File: config.mk
export PLATFORM = sky130hd
export DESIGN_NAME = id_scoreboard
export DESIGN_NICKNAME = d
export VERILOG_FILES = /design/src/rtl/rv32_isa_pkg.sv /design/src/rtl/sb_flush_fsm.sv /design/src/rtl/id_scoreboard.sv
export SDC_FILE = /design/constraint.sdc
export NUM_CORES = 1
export LEC_CHECK = 0
export ABC_AREA = 1
export CAP_MARGIN = 20
export CORE_MARGIN = 1
export CORE_UTILIZATION = 58
export DETAILED_ROUTE_END_ITERATION = 12
export PLACE_DENSITY = 0.94
export SYNTH_ARGS = -nofsm -noshare
export SYNTH_HDL_FRONTEND = slang
export SYNTH_SLANG_ARGS = --single-unit
File: constraint.sdc
create_clock -name iClk -period 7.6 [get_ports iClk]
set_input_delay 1.52 -clock iClk [delete_from_list [all_inputs] [get_ports iClk]]
set_output_delay 1.52 -clock iClk [all_outputs]
set_load 0.01 [all_outputs]
File: src/rtl/rv32_isa_pkg.sv
// Shared ISA-level definitions for the ID-stage issue logic.
// Latency: n/a (types and constants only).
// Backpressure: n/a.
//
// Holds the register address width, the register count and the
// scoreboard flush-FSM state encoding.
package rv32_isa;

  localparam int RegAddrWidth = 5;
  localparam int NumRegs      = 2 ** RegAddrWidth;

  typedef logic [RegAddrWidth-1:0] reg_addr_t;

  typedef enum logic {
    SB_RUN   = 1'b0,
    SB_FLUSH = 1'b1
  } sb_state_e;

endpackage

File: src/rtl/sb_flush_fsm.sv
// Flush sequencer: holds oFlush high for FlushCycles cycles after a PC redirect.
// Latency: oFlush rises the cycle after iRedirect; a redirect during a flush restarts the count.
// Backpressure: none; iRedirect is always accepted.
//
// Ports:
//   iClk, iRst  clock, synchronous active-high reset
//   iRedirect   PC redirect (branch/jump taken)
//   oState      SB_RUN while issue is allowed, SB_FLUSH while squashing
//   oFlush      registered squash control for IF/ID
module sb_flush_fsm
  import rv32_isa::*;
#(
  parameter int FlushCycles = 2
) (
  input  logic      iClk,
  input  logic      iRst,
  input  logic      iRedirect,
  output sb_state_e oState,
  output logic      oFlush
);

  localparam int CntW = (FlushCycles > 1) ? $clog2(FlushCycles) : 1;
  localparam logic [CntW-1:0] CntLoad = CntW'(FlushCycles - 1);

  // Counts remaining flush cycles after the current one.
  logic [CntW-1:0] cnt_q;

  always_ff @(posedge iClk) begin
    if (iRst) begin
      oState <= SB_RUN;
      cnt_q  <= '0;
      oFlush <= 1'b0;
    end else begin
      case (oState)
        SB_RUN: begin
          if (iRedirect) begin
            oState <= SB_FLUSH;
            cnt_q  <= CntLoad;
            oFlush <= 1'b1;
          end
        end
        SB_FLUSH: begin
          if (iRedirect) begin
            // A younger redirect extends the squash window.
            cnt_q  <= CntLoad;
            oFlush <= 1'b1;
          end else if (cnt_q == '0) begin
            oState <= SB_RUN;
            oFlush <= 1'b0;
          end else begin
            cnt_q <= cnt_q - CntW'(1);
          end
        end
      endcase
    end
  end

endmodule

File: src/rtl/id_scoreboard.sv
// ID-stage issue controller: pending-write scoreboard, RAW/WAW/capacity stall, redirect flush.
// Latency: stall/issue decision is combinational (0 cycles); busy bitmap and counters update in 1 cycle.
// Backpressure: oStall holds IF/ID on a hazard or when MaxInFlight writes are outstanding.
//
// Optional feature: define SCOREBOARD_FWD_EN to waive a source hazard whose register is being
// written back this cycle; oFwdRs1/oFwdRs2 then select the writeback data over the register file.
//
// Ports:
//   iClk, iRst                 clock, synchronous active-high reset
//   iIssueValid                decoded instruction present in ID
//   iAddrRs1/iAddrRs2          source addresses, qualified by iUseRs1/iUseRs2
//   iAddrRd, iWriteRd          destination address and write enable
//   iWbValid, iWbAddrRd        writeback this cycle and its destination
//   iRedirect                  PC redirect
//   oStall, oIssue, oFlush     pipeline controls
//   oBusy                      pending-write bitmap (bit 0 always 0)
//   oInFlight                  outstanding write count
//   oErr                       sticky: writeback to a non-pending register
//   oFwdRs1/oFwdRs2            (SCOREBOARD_FWD_EN only) forward writeback data to rs1/rs2
module id_scoreboard
  import rv32_isa::*;
#(
  parameter int MaxInFlight = 4,
  parameter int FlushCycles = 2
) (
  input  logic               iClk,
  input  logic               iRst,
  input  logic               iIssueValid,
  input  reg_addr_t          iAddrRs1,
  input  reg_addr_t          iAddrRs2,
  input  logic               iUseRs1,
  input  logic               iUseRs2,
  input  reg_addr_t          iAddrRd,
  input  logic               iWriteRd,
  input  logic               iWbValid,
  input  reg_addr_t          iWbAddrRd,
  input  logic               iRedirect,
  output logic               oStall,
  output logic               oIssue,
  output logic               oFlush,
  output logic [NumRegs-1:0] oBusy,
  output logic [3:0]         oInFlight,
  output logic               oErr
`ifdef SCOREBOARD_FWD_EN
  ,
  output logic               oFwdRs1,
  output logic               oFwdRs2
`endif
);

  sb_state_e          state;
  logic [NumRegs-1:0] busy_q;
  logic [NumRegs-1:0] busy_d;
  logic [3:0]         in_flight_q;
  logic               err_q;

  logic rs1_pend, rs2_pend;
  logic rs1_haz, rs2_haz, waw_haz, full_haz, hazard;
  logic run;
  logic issue_wr, wb_hit, wb_err;

  sb_flush_fsm #(
    .FlushCycles(FlushCycles)
  ) u_flush_fsm (
    .iClk     (iClk),
    .iRst     (iRst),
    .iRedirect(iRedirect),
    .oState   (state),
    .oFlush   (oFlush)
  );

  // x0 is never tracked, so a read of x0 can never be pending.
  assign rs1_pend = iUseRs1 && (iAddrRs1 != '0) && busy_q[iAddrRs1];
  assign rs2_pend = iUseRs2 && (iAddrRs2 != '0) && busy_q[iAddrRs2];

`ifdef SCOREBOARD_FWD_EN
  // A pending source whose write lands this cycle is served from the writeback bus.
  assign oFwdRs1 = rs1_pend && iWbValid && (iWbAddrRd == iAddrRs1);
  assign oFwdRs2 = rs2_pend && iWbValid && (iWbAddrRd == iAddrRs2);
  assign rs1_haz = rs1_pend && !oFwdRs1;
  assign rs2_haz = rs2_pend && !oFwdRs2;
`else
  // Register file is write-then-read across the edge: wait until the cycle after writeback.
  assign rs1_haz = rs1_pend;
  assign rs2_haz = rs2_pend;
`endif

  // WAW is never waived, which also keeps a same-cycle set and clear of one bit impossible.
  assign waw_haz  = iWriteRd && (iAddrRd != '0) && busy_q[iAddrRd];
  // Capacity uses the registered count, so a same-cycle writeback does not free a slot yet.
  assign full_haz = iWriteRd && (in_flight_q == 4'(MaxInFlight));
  assign hazard   = rs1_haz || rs2_haz || waw_haz || full_haz;

  assign run    = (state == SB_RUN);
  assign oStall = iIssueValid && hazard && run;
  assign oIssue = iIssueValid && !hazard && run;

  assign issue_wr = oIssue && iWriteRd && (iAddrRd != '0);
  assign wb_hit   = iWbValid && (iWbAddrRd != '0) && busy_q[iWbAddrRd];
  assign wb_err   = iWbValid && (iWbAddrRd != '0) && !busy_q[iWbAddrRd];

  always_comb begin
    busy_d = busy_q;
    if (wb_hit) begin
      busy_d[iWbAddrRd] = 1'b0;
    end
    if (issue_wr) begin
      busy_d[iAddrRd] = 1'b1;
    end
    busy_d[0] = 1'b0;
  end

  always_ff @(posedge iClk) begin
    if (iRst) begin
      busy_q      <= '0;
      in_flight_q <= '0;
      err_q       <= 1'b0;
    end else begin
      busy_q <= busy_d;
      // wb_hit implies a set busy bit, hence a non-zero count: no underflow possible.
      if (issue_wr && !wb_hit) begin
        in_flight_q <= in_flight_q + 4'd1;
      end else if (!issue_wr && wb_hit) begin
        in_flight_q <= in_flight_q - 4'd1;
      end
      if (wb_err) begin
        err_q <= 1'b1;
      end
    end
  end

  assign oBusy     = busy_q;
  assign oInFlight = in_flight_q;
  assign oErr      = err_q;

endmodule

# Word level (Yosys, flattened, before mapping)

Index checks and enable logic that the tools add are counted.
Widths: inputs -> output; s select.

Bits in registers: 40
Input port bits: 28
Output and inout bits: 40
Logic and storage cells: 83

Add/subtract/negate cells: 3
Order comparisons: 6
Equal/unequal tests: 3
Mux-type cells: 27
Bitwise operators: 4
Reduce and logical (&&, ||, !) cells: 33

Operators by type and width:

| cell                | count |
|---|---|
| $mux 32             | 2 |
| $and 32x32->32      | 1 |
| $not 32->32         | 1 |
| $or 32x32->32       | 1 |
| $lt 5x6->1 const B  | 4 |
| $bmux 1 s5          | 4 |
| $logic_and 1x1->1   | 20 |
| $reduce_bool 5->1   | 4 |
| $mux 1              | 14 |
| $demux 1 s5         | 2 |
| $ge 5x1->1 const B  | 2 |
| $mux 4              | 2 |
| $pmux 1 s2          | 3 |
| $add 4x1->4 const B | 1 |
| $eq 4x3->1 const B  | 1 |
| $logic_not 1->1     | 4 |
| $sub 4x1->4 const B | 1 |
| $logic_or 1x1->1    | 3 |
| $ne 3x3->1 const B  | 1 |
| $ne 2x2->1 const B  | 1 |
| $reduce_and 2->1    | 1 |
| $reduce_bool 2->1   | 1 |
| $not 1->1           | 1 |
| $sub 1x1->1 const B | 1 |

# Logic depth before layout (Yosys ltp)

Gate-level depths: netlist (run 1).

Word-level depth: 15
Gate-level depth with buffers: 24
Gate-level depth less buffers: 22

# By module

A second synthesis (run 1) with hierarchy kept.

Cell total of the unflattened synthesis: 656
Area, all modules: 3604.7 um2

Modules (own cells, without submodules):

| module        | instances | cells each | area each (um2) | seq. area each (um2) |
|---|---|---|---|---|
| id_scoreboard | 1         | 643        | 3499.6          | 720.7 |
| sb_flush_fsm  | 1         | 13         | 105.1           | 60.1 |

# Worst setup path after synthesis (run 1)

OpenSTA, ideal clock, no wires.

Kind: input port to output port
Start: input iAddrRd[1]
End: output oIssue
Arrival time: 2.875 ns
Data required time: 6.080 ns
Setup slack: 3.205 ns
Cell stages on the path: 12
Cell sequence: buf_4 > inv_2 > buf_4 > nand2_2 > o21ai_1 > inv_2 > nand2_1 > nand3_1 > nor2_2 > buf_2 > nand2_1 > inv_1

Word-level cells in the longest chain between the ends: 8

Ends and longest elaborated chain:

| what                                                              | line                | text |
|---|---|---|
| start, declared                                                   | id_scoreboard.sv:33 | `input reg_addr_t iAddrRd,` |
| $bmux 1 s5 or $reduce_bool 5->1 (tied branches)                   | id_scoreboard.sv:89 | `assign waw_haz = iWriteRd && (iAddrRd != '0) && busy_q[iAddrRd];` |
| $mux 1 (not written as such) or $logic_and 1x1->1 (tied branches) | id_scoreboard.sv:89 |  |
| $logic_and 1x1->1 (*)                                             | id_scoreboard.sv:89 |  |
| $logic_or 1x1->1 (*) (2 in a row)                                 | id_scoreboard.sv:92 | `assign hazard = rs1_haz \|\| rs2_haz \|\| waw_haz \|\| full_haz;` |
| $logic_not 1->1 (*)                                               | id_scoreboard.sv:96 | `assign oIssue = iIssueValid && !hazard && run;` |
| $logic_and 1x1->1 (*) (2 in a row)                                | id_scoreboard.sv:96 |  |
| end, declared                                                     | id_scoreboard.sv:39 | `output logic oIssue,` |

Mark *: on every way between the ends. The rest lies on a longest branch, timed or not. The select of a mux whose other input is x is not followed.

# Worst setup path after layout (run 1)

Start: input iAddrRs1[0]
End: output oIssue

Word-level cells in the longest chain between the ends: 9

Ends and longest elaborated chain:

| what                                                              | line                | text |
|---|---|---|
| start, declared                                                   | id_scoreboard.sv:29 | `input reg_addr_t iAddrRs1,` |
| $bmux 1 s5 or $reduce_bool 5->1 (tied branches)                   | id_scoreboard.sv:73 | `assign rs1_pend = iUseRs1 && (iAddrRs1 != '0) && busy_q[iAddrRs1];` |
| $mux 1 (not written as such) or $logic_and 1x1->1 (tied branches) | id_scoreboard.sv:73 |  |
| $logic_and 1x1->1 (*)                                             | id_scoreboard.sv:73 |  |
| $logic_or 1x1->1 (*) (3 in a row)                                 | id_scoreboard.sv:92 |  |
| $logic_not 1->1 (*)                                               | id_scoreboard.sv:96 |  |
| $logic_and 1x1->1 (*) (2 in a row)                                | id_scoreboard.sv:96 |  |

Marks and branches as above.

==> flow_summary_export.csv, run 1 <==
group,metric,value,unit
route,wl_per_cell,17.02,um
logic_synthesis,yosys.area_share.xor_xnor,0.9094,%
logic_synthesis,synth_edf_count,0,
logic_synthesis,synthAdderAreaFrac,1.494,%
floorplan,ios,68,
timing,rsz0062_at_grt,"false",
worst_setup_path,cpPeakStageDelay,880,ps
cts,cts_setup_buffers,0,
cts,cts-root-buf,"clkbuf_8",
floorplan,die_area,6972,sq um
route,via_count,4649,
cells_and_area,layout_common_cells,"nand2_1 (157), nor2_1 (79), inv_1 (67)",
logic_synthesis,synthCells,637,
logic_synthesis,muxShareOfSynthArea,0,%
cts,cts_resized,0,
worst_setup_path,crit_type,"in -> out",
global_route,grt_max_degree,40,
logic_synthesis,yosys_warnings,0,
timing,fmax,156.6,MHz
cts,cts_hold_buf,0,
route,drt_iter0_markers,498,
cells_and_area,diodes,0,
pwr,total_power,0.0005170,W
cts,clock_path_buffers,2,
cts,clock_sinks,39,
worst_setup_path,crit_slowest_cell,"clkdlybuf4s50_1",
logic_synthesis,synthFlopType,"dfxtp_1",
cells_and_area,final_util,70.49,%
floorplan,die_y,83.50,um
worst_setup_path,startpoint,"iAddrRs1[0]",
timing,timing.hold.ws,489.0,ps
timing,finalSetupViolations,0,
floorplan,core-area,6386,sq um
route,antenna_left,0,
global_route,track_usage,35.55,%
route,drc,0,
pwr,p_per_area,114.8,nW/um^2
placed_design,placed_cells,744,
cells_and_area,fin_cells,752,
route,drt-pass1-iter-count,6,
global_route,grt_pass1_vias,4105,
timing,post-route-min-period,6385,ps
logic_synthesis,syn-cell-area,3852,sq um
worst_setup_path,startpoint_type,"input port",
cells_and_area,syn_to_final_growth,16.86,%
timing,max-slew-margin-rel,27.39,%
worst_setup_path,crit_top_cell,"nand2_1",
worst_setup_path,cp.required,6080,ps
cts,cts_max_level,2,
floorplan,initial_core_util,60.33,%
job,max-cap-violations,0,
logic_synthesis,synthesis.nets,669,
logic_synthesis,synth_simple_gate_area_share,47.16,%
logic_synthesis,synth_compound_area_share,16.79,%
cts,cts_tree,"done",
floorplan,die_w,83.50,um
worst_setup_path,crit_chain,"clkdlybuf4s50_1 -> inv_1 -> nand2_1 -> nand2_1 -> nand2_1 -> nand2_1 -> nor2_1 -> nand2_1 -> nand3_1 -> nand2_1 -> nand2_1 -> nand3_1 -> nor2_2 -> nand2_1 -> inv_1 -> clkdlybuf4s50_1",
worst_setup_path,timing.rr.start,"oBusy[16]",
timing,fin_skew,10.34,ps
cts,clk_pin_slew_worst_paths,80,ps
cells_and_area,drive_above_1_share,14.22,%
worst_setup_path,crit_family,"buffers and inverters",
placed_design,dp_hpwl,9024,um
worst_setup_path,cp_max_fo,20,
cells_and_area,final_common_cell,"nand2_1",
logic_synthesis,synth_seq_cells,39,
placed_design,portBuffers,66,
global_route,antenna_found_initial,0,
timing,hold_violations,0,
route,via_per_inst,6.182,
worst_setup_path,worst_setup_path_end_kind,"output port",
global_route,grt_first_pass_wirelength,19850,um
floorplan,rows,29,
global_route,gr-total-overflow,0,
pwr,leakage,1.592,nW
timing,tightestPinTransition,1088,ps
hold_path,holdCritStartpoint,"oErr",
timing,final.setup.tns,0,ps
logic_synthesis,yosysSeqAreaShare,20.27,%
hold_path,min_path_type,"reg -> reg",
timing,period_share,84.01,%
worst_setup_path,cp.arrival,4860,ps
route,routed_wirelength,12800,um
logic_synthesis,async_flop_share,0,%
logic_synthesis,syn_area_per_cell,6.048,sq um
run_status,outcome,"finished clean",
logic_synthesis,yosysUniqueCellTypes,32,
placed_design,globalplace.congestion,0.9891,
timing,slew_viol_final,0,
pwr,worst_ir_drop_vdd,139.1,uV
logic_synthesis,synth_top_family_by_area,"simple AND/OR/NAND/NOR gates",
cells_and_area,nets,706,
cts,cts_inserted_buffers,5,
cts,clkLatencyLatePin,300,ps
worst_setup_path,worst-path-buf-inv,4,
-- worst paths after layout --
kind	to	slack [ps]	cells past startpoint
max	oIssue	1220	16
min	oErr	490	1
max reg2reg	oInFlight[3]	4030	21
min reg2reg	oErr	490	1
-- layer usage --
| layer | track usage, % | wire length (um) | part of all wire (%) | vias to the layer above |
|---|---|---|---|---|
| li1 | - | - | - | 2162 |
| met5 | 0 | 0 | 0 | - |
| met4 | 25.12 | 877 | 6.9 | 0 |
| met3 | 5.935 | 1325 | 10 | 79 |
| met2 | 57.75 | 5717 | 45 | 325 |
| met1 | 42.69 | 4878 | 38 | 2083 |
-- stage by stage --
stage                     instance area (sq um)  setup slack (ps)
after global placement                     4384              1485
after detailed placement                   4384              1336
after global routing                       4502             946.0
after CTS                                  4502              1316
final                                      4502              1215
after floorplan                            3852              3205
-- logic make-up (layout without fill, tap and decap cells) --
kind of cell    after synthesis  after routing
other cells                   1              1
buf+inv                     110            148
flops                        39             39
fa+ha+maj                     4              4
xor+xnor                      4              4
simple gates                379            379
compound gates              100            100
-- final cells by class --
cell class / count / area (sq um)
Timing Repair Buffer: 69 / 678.2
Inverter: 71 / 266.5
Sequential cell: 39 / 780.7
Clock buffer: 6 / 82.58
Fill cell: 528 / 1884
Tap cell: 77 / 96.34
Clock inverter: 2 / 35.03
Multi-Input combinational cell: 488 / 2562
-- synth_stat cells (2+ instances only) --
cell type | instances | area, sq um
o211ai_1 | 6 | 45.04
nand4_1 | 33 | 206.5
o41ai_1 | 2 | 17.52
o22ai_1 | 9 | 56.30
xor2_1 | 4 | 35.03
nor2_2 | 2 | 12.51
nand2_2 | 21 | 131.4
o21ai_1 | 10 | 50.05
nor3_1 | 18 | 90.09
ha_1 | 3 | 37.54
a21oi_1 | 20 | 100.1
buf_2 | 13 | 65.06
a21oi_2 | 28 | 245.2
or2_1 | 2 | 12.51
clkbuf_1 | 11 | 41.29
nand2_1 | 157 | 589.3
nand3_1 | 36 | 180.2
nor2_1 | 80 | 300.3
nand3_2 | 28 | 280.3
inv_1 | 67 | 251.5
o21ai_0 | 23 | 115.1
buf_6 | 8 | 90.09
dfxtp_1 | 39 | 780.8
inv_2 | 4 | 15.01
buf_4 | 6 | 45.04
-- registers in the layout (all words and copies together), names as in the netlist --
register            flops
oErr                    1
oInFlight               4
u_flush_fsm.oState      1
u_flush_fsm.cnt_q       1
oBusy                  31
u_flush_fsm.oFlush      1
-- power by group --
group | switching, W | internal (W)
clock | 0.0000770 | 0.000106
sequential | 0.00000538 | 0.000208
combinational | 0.0000788 | 0.0000413
Power figures use the tool's default switching activity.
==> run 2: changes to the inputs <==
Settings changed: CORE_UTILIZATION 58 to 49, PLACE_DENSITY 0.94 to 0.85.
Clock period 7.6 ns to 5.3 ns, I/O delays scaled along.
==> flow_summary_export.csv, run 2 (synthesis gave the netlist of run 1 again) <==
group,metric,value,unit
route,via_count,4481,
pwr,worst_ir_drop_vdd,174.5,uV
cts,clkLatencyLatePin,290,ps
timing,post-route-min-period,4693,ps
timing,tightestPinTransition,1002,ps
cts,cts_inserted_buffers,5,
floorplan,core-area,7408,sq um
placed_design,globalplace.congestion,0.9475,
job,max-cap-violations,0,
timing,final.setup.tns,0,ps
worst_setup_path,timing.rr.start,"oBusy[2]",
timing,period_share,88.54,%
worst_setup_path,startpoint_type,"input port",
hold_path,min_path_type,"reg -> reg",
route,routed_wirelength,13290,um
timing,fmax,213.1,MHz
global_route,gr-total-overflow,0,
cts,cts_hold_buf,0,
timing,rsz0062_at_grt,"false",
timing,hold_violations,0,
worst_setup_path,crit_slowest_cell,"clkdlybuf4s50_1",
cts,clock_sinks,39,
global_route,grt_pass1_vias,4144,
hold_path,worstHoldEndpoint,"u_flush_fsm.oState",
cells_and_area,layout_common_cells,"nand2_1 (157), nor2_1 (79), inv_1 (67)",
cells_and_area,drive_above_1_share,14.83,%
worst_setup_path,crit_chain,"clkdlybuf4s50_1 -> buf_4 -> inv_1 -> nand2_1 -> nand2_1 -> nand2_1 -> nand2_1 -> nor2_1 -> nand2_1 -> nand3_1 -> nand2_1 -> nand2_1 -> nand3_1 -> nor2_2 -> nand2_1 -> inv_1 -> clkdlybuf4s50_1",
placed_design,dp_hpwl,9554,um
timing,slew_viol_final,0,
floorplan,die_area,8221,sq um
cells_and_area,final_common_cell,"nand2_1",
worst_setup_path,cp.required,4240,ps
cts,cts_tree,"done",
worst_setup_path,r2r_end,"oInFlight[3]",
worst_setup_path,worst-path-buf-inv,5,
placed_design,portBuffers,66,
route,drt-pass1-iter-count,5,
global_route,track_usage,31.92,%
pwr,p_per_area,149.9,nW/um^2
route,drc,0,
cts,clock_path_buffers,2,
hold_path,holdCritStartpoint,"u_flush_fsm.cnt_q",
worst_setup_path,cp_max_fo,20,
cts,cts_resized,0,
cells_and_area,diodes,0,
worst_setup_path,crit_top_cell,"nand2_1",
route,drt_iter0_markers,547,
floorplan,initial_core_util,52.00,%
worst_setup_path,crit_type,"in -> out",
hold_path,whs_path_depth,2,
worst_setup_path,worst_setup_path_end_kind,"output port",
pwr,leakage,1.601,nW
cts,cts_max_level,2,
global_route,grt_first_pass_wirelength,20900,um
timing,fin_skew,7.937,ps
worst_setup_path,cpPeakStageDelay,520,ps
cts,clk_pin_slew_worst_paths,80,ps
floorplan,die_w,90.67,um
cells_and_area,largest_reg_flops,31,
timing,max-slew-margin-rel,33.21,%
cells_and_area,nets,712,
worst_setup_path,regToRegSetupSlack,2060,ps
worst_setup_path,crit_family,"buffers and inverters",
route,wl_per_cell,17.03,um
floorplan,ios,68,
floorplan,die_y,90.67,um
cts,cts_setup_buffers,0,
global_route,antenna_found_initial,0,
timing,timing.hold.ws,473.3,ps
route,via_per_inst,5.745,
route,antenna_left,0,
cells_and_area,syn_to_final_growth,17.90,%
floorplan,rows,31,
run_status,outcome,"finished clean",
cts,cts-root-buf,"clkbuf_8",
worst_setup_path,cp.arrival,3630,ps
global_route,grt_max_degree,40,
worst_setup_path,r2r_cells,17,
timing,finalSetupViolations,0,
-- run 2: through the flow --
stage	setup WS, ps	power, W	util [%]	instances	cell area [sq um]
3_3_place_gp	648.7	0.0004854	60.16	772	4457
5_1_grt	426.4	0.0007125	61.31	780	4542
2_1_floorplan	1588	0.0004288	-	637	3852
3_5_place_dp	653.6	0.0004877	60.16	772	4457
4_1_cts	638.4	0.0006810	61.31	780	4542
6_report	607.4	0.0006809	61.31	780	4542
-- run 2: worst max-delay path by stage --
stage                              end  cells after the start  slack, ps   startpoint
after floorplan           oInFlight[3]                     20       1590   iAddrRd[1]
after global placement          oStall                     10        650  iAddrRs2[1]
after detailed placement        oIssue                     15        650   iAddrRd[0]
after CTS                       oIssue                     15        640   iAddrRd[0]
after global routing            oIssue                     17        430  iAddrRs1[0]
final                           oIssue                     17        610  iAddrRs1[0]
-- run 2: worst reg2reg max path: cells and delay by family (launching register included) --
kind,cells,cell delay [ps]
and+or+nand+nor,9,1050
DFF,1,610
xor gates and xnor gates,1,170
adders and majority gates,2,470
buffers and inverters,1,110
AOI/OAI and AO/OA,4,760
-- run 2: final cells by class --
type | count | area (sq um)
clock inverter | 2 | 12.51
clock buffer | 6 | 72.57
sequential | 39 | 780.7
timing repair buffer | 75 | 723.2
tap | 99 | 123.9
multi-input combinational | 488 | 2562
fill | 712 | 2867
inverter | 71 | 266.5
-- run 2: per-layer routing --
metal	GRT usage (%)	vias to the layer above	share of wire [%]
met5	0	-	0
met4	16.13	0	5.0
met3	4.798	48	9.2
met2	51.45	273	44
met1	41.16	1995	42
li1	-	2165	-
-- run 2: power breakdown --
part | total, W | switching, W | internal (W)
clock network | 0.000195 | 0.000103 | 0.0000920
logic | 0.000179 | 0.000117 | 0.0000629
registers | 0.000306 | 0.00000774 | 0.000299
total | 0.000681 | 0.000227 | 0.000453
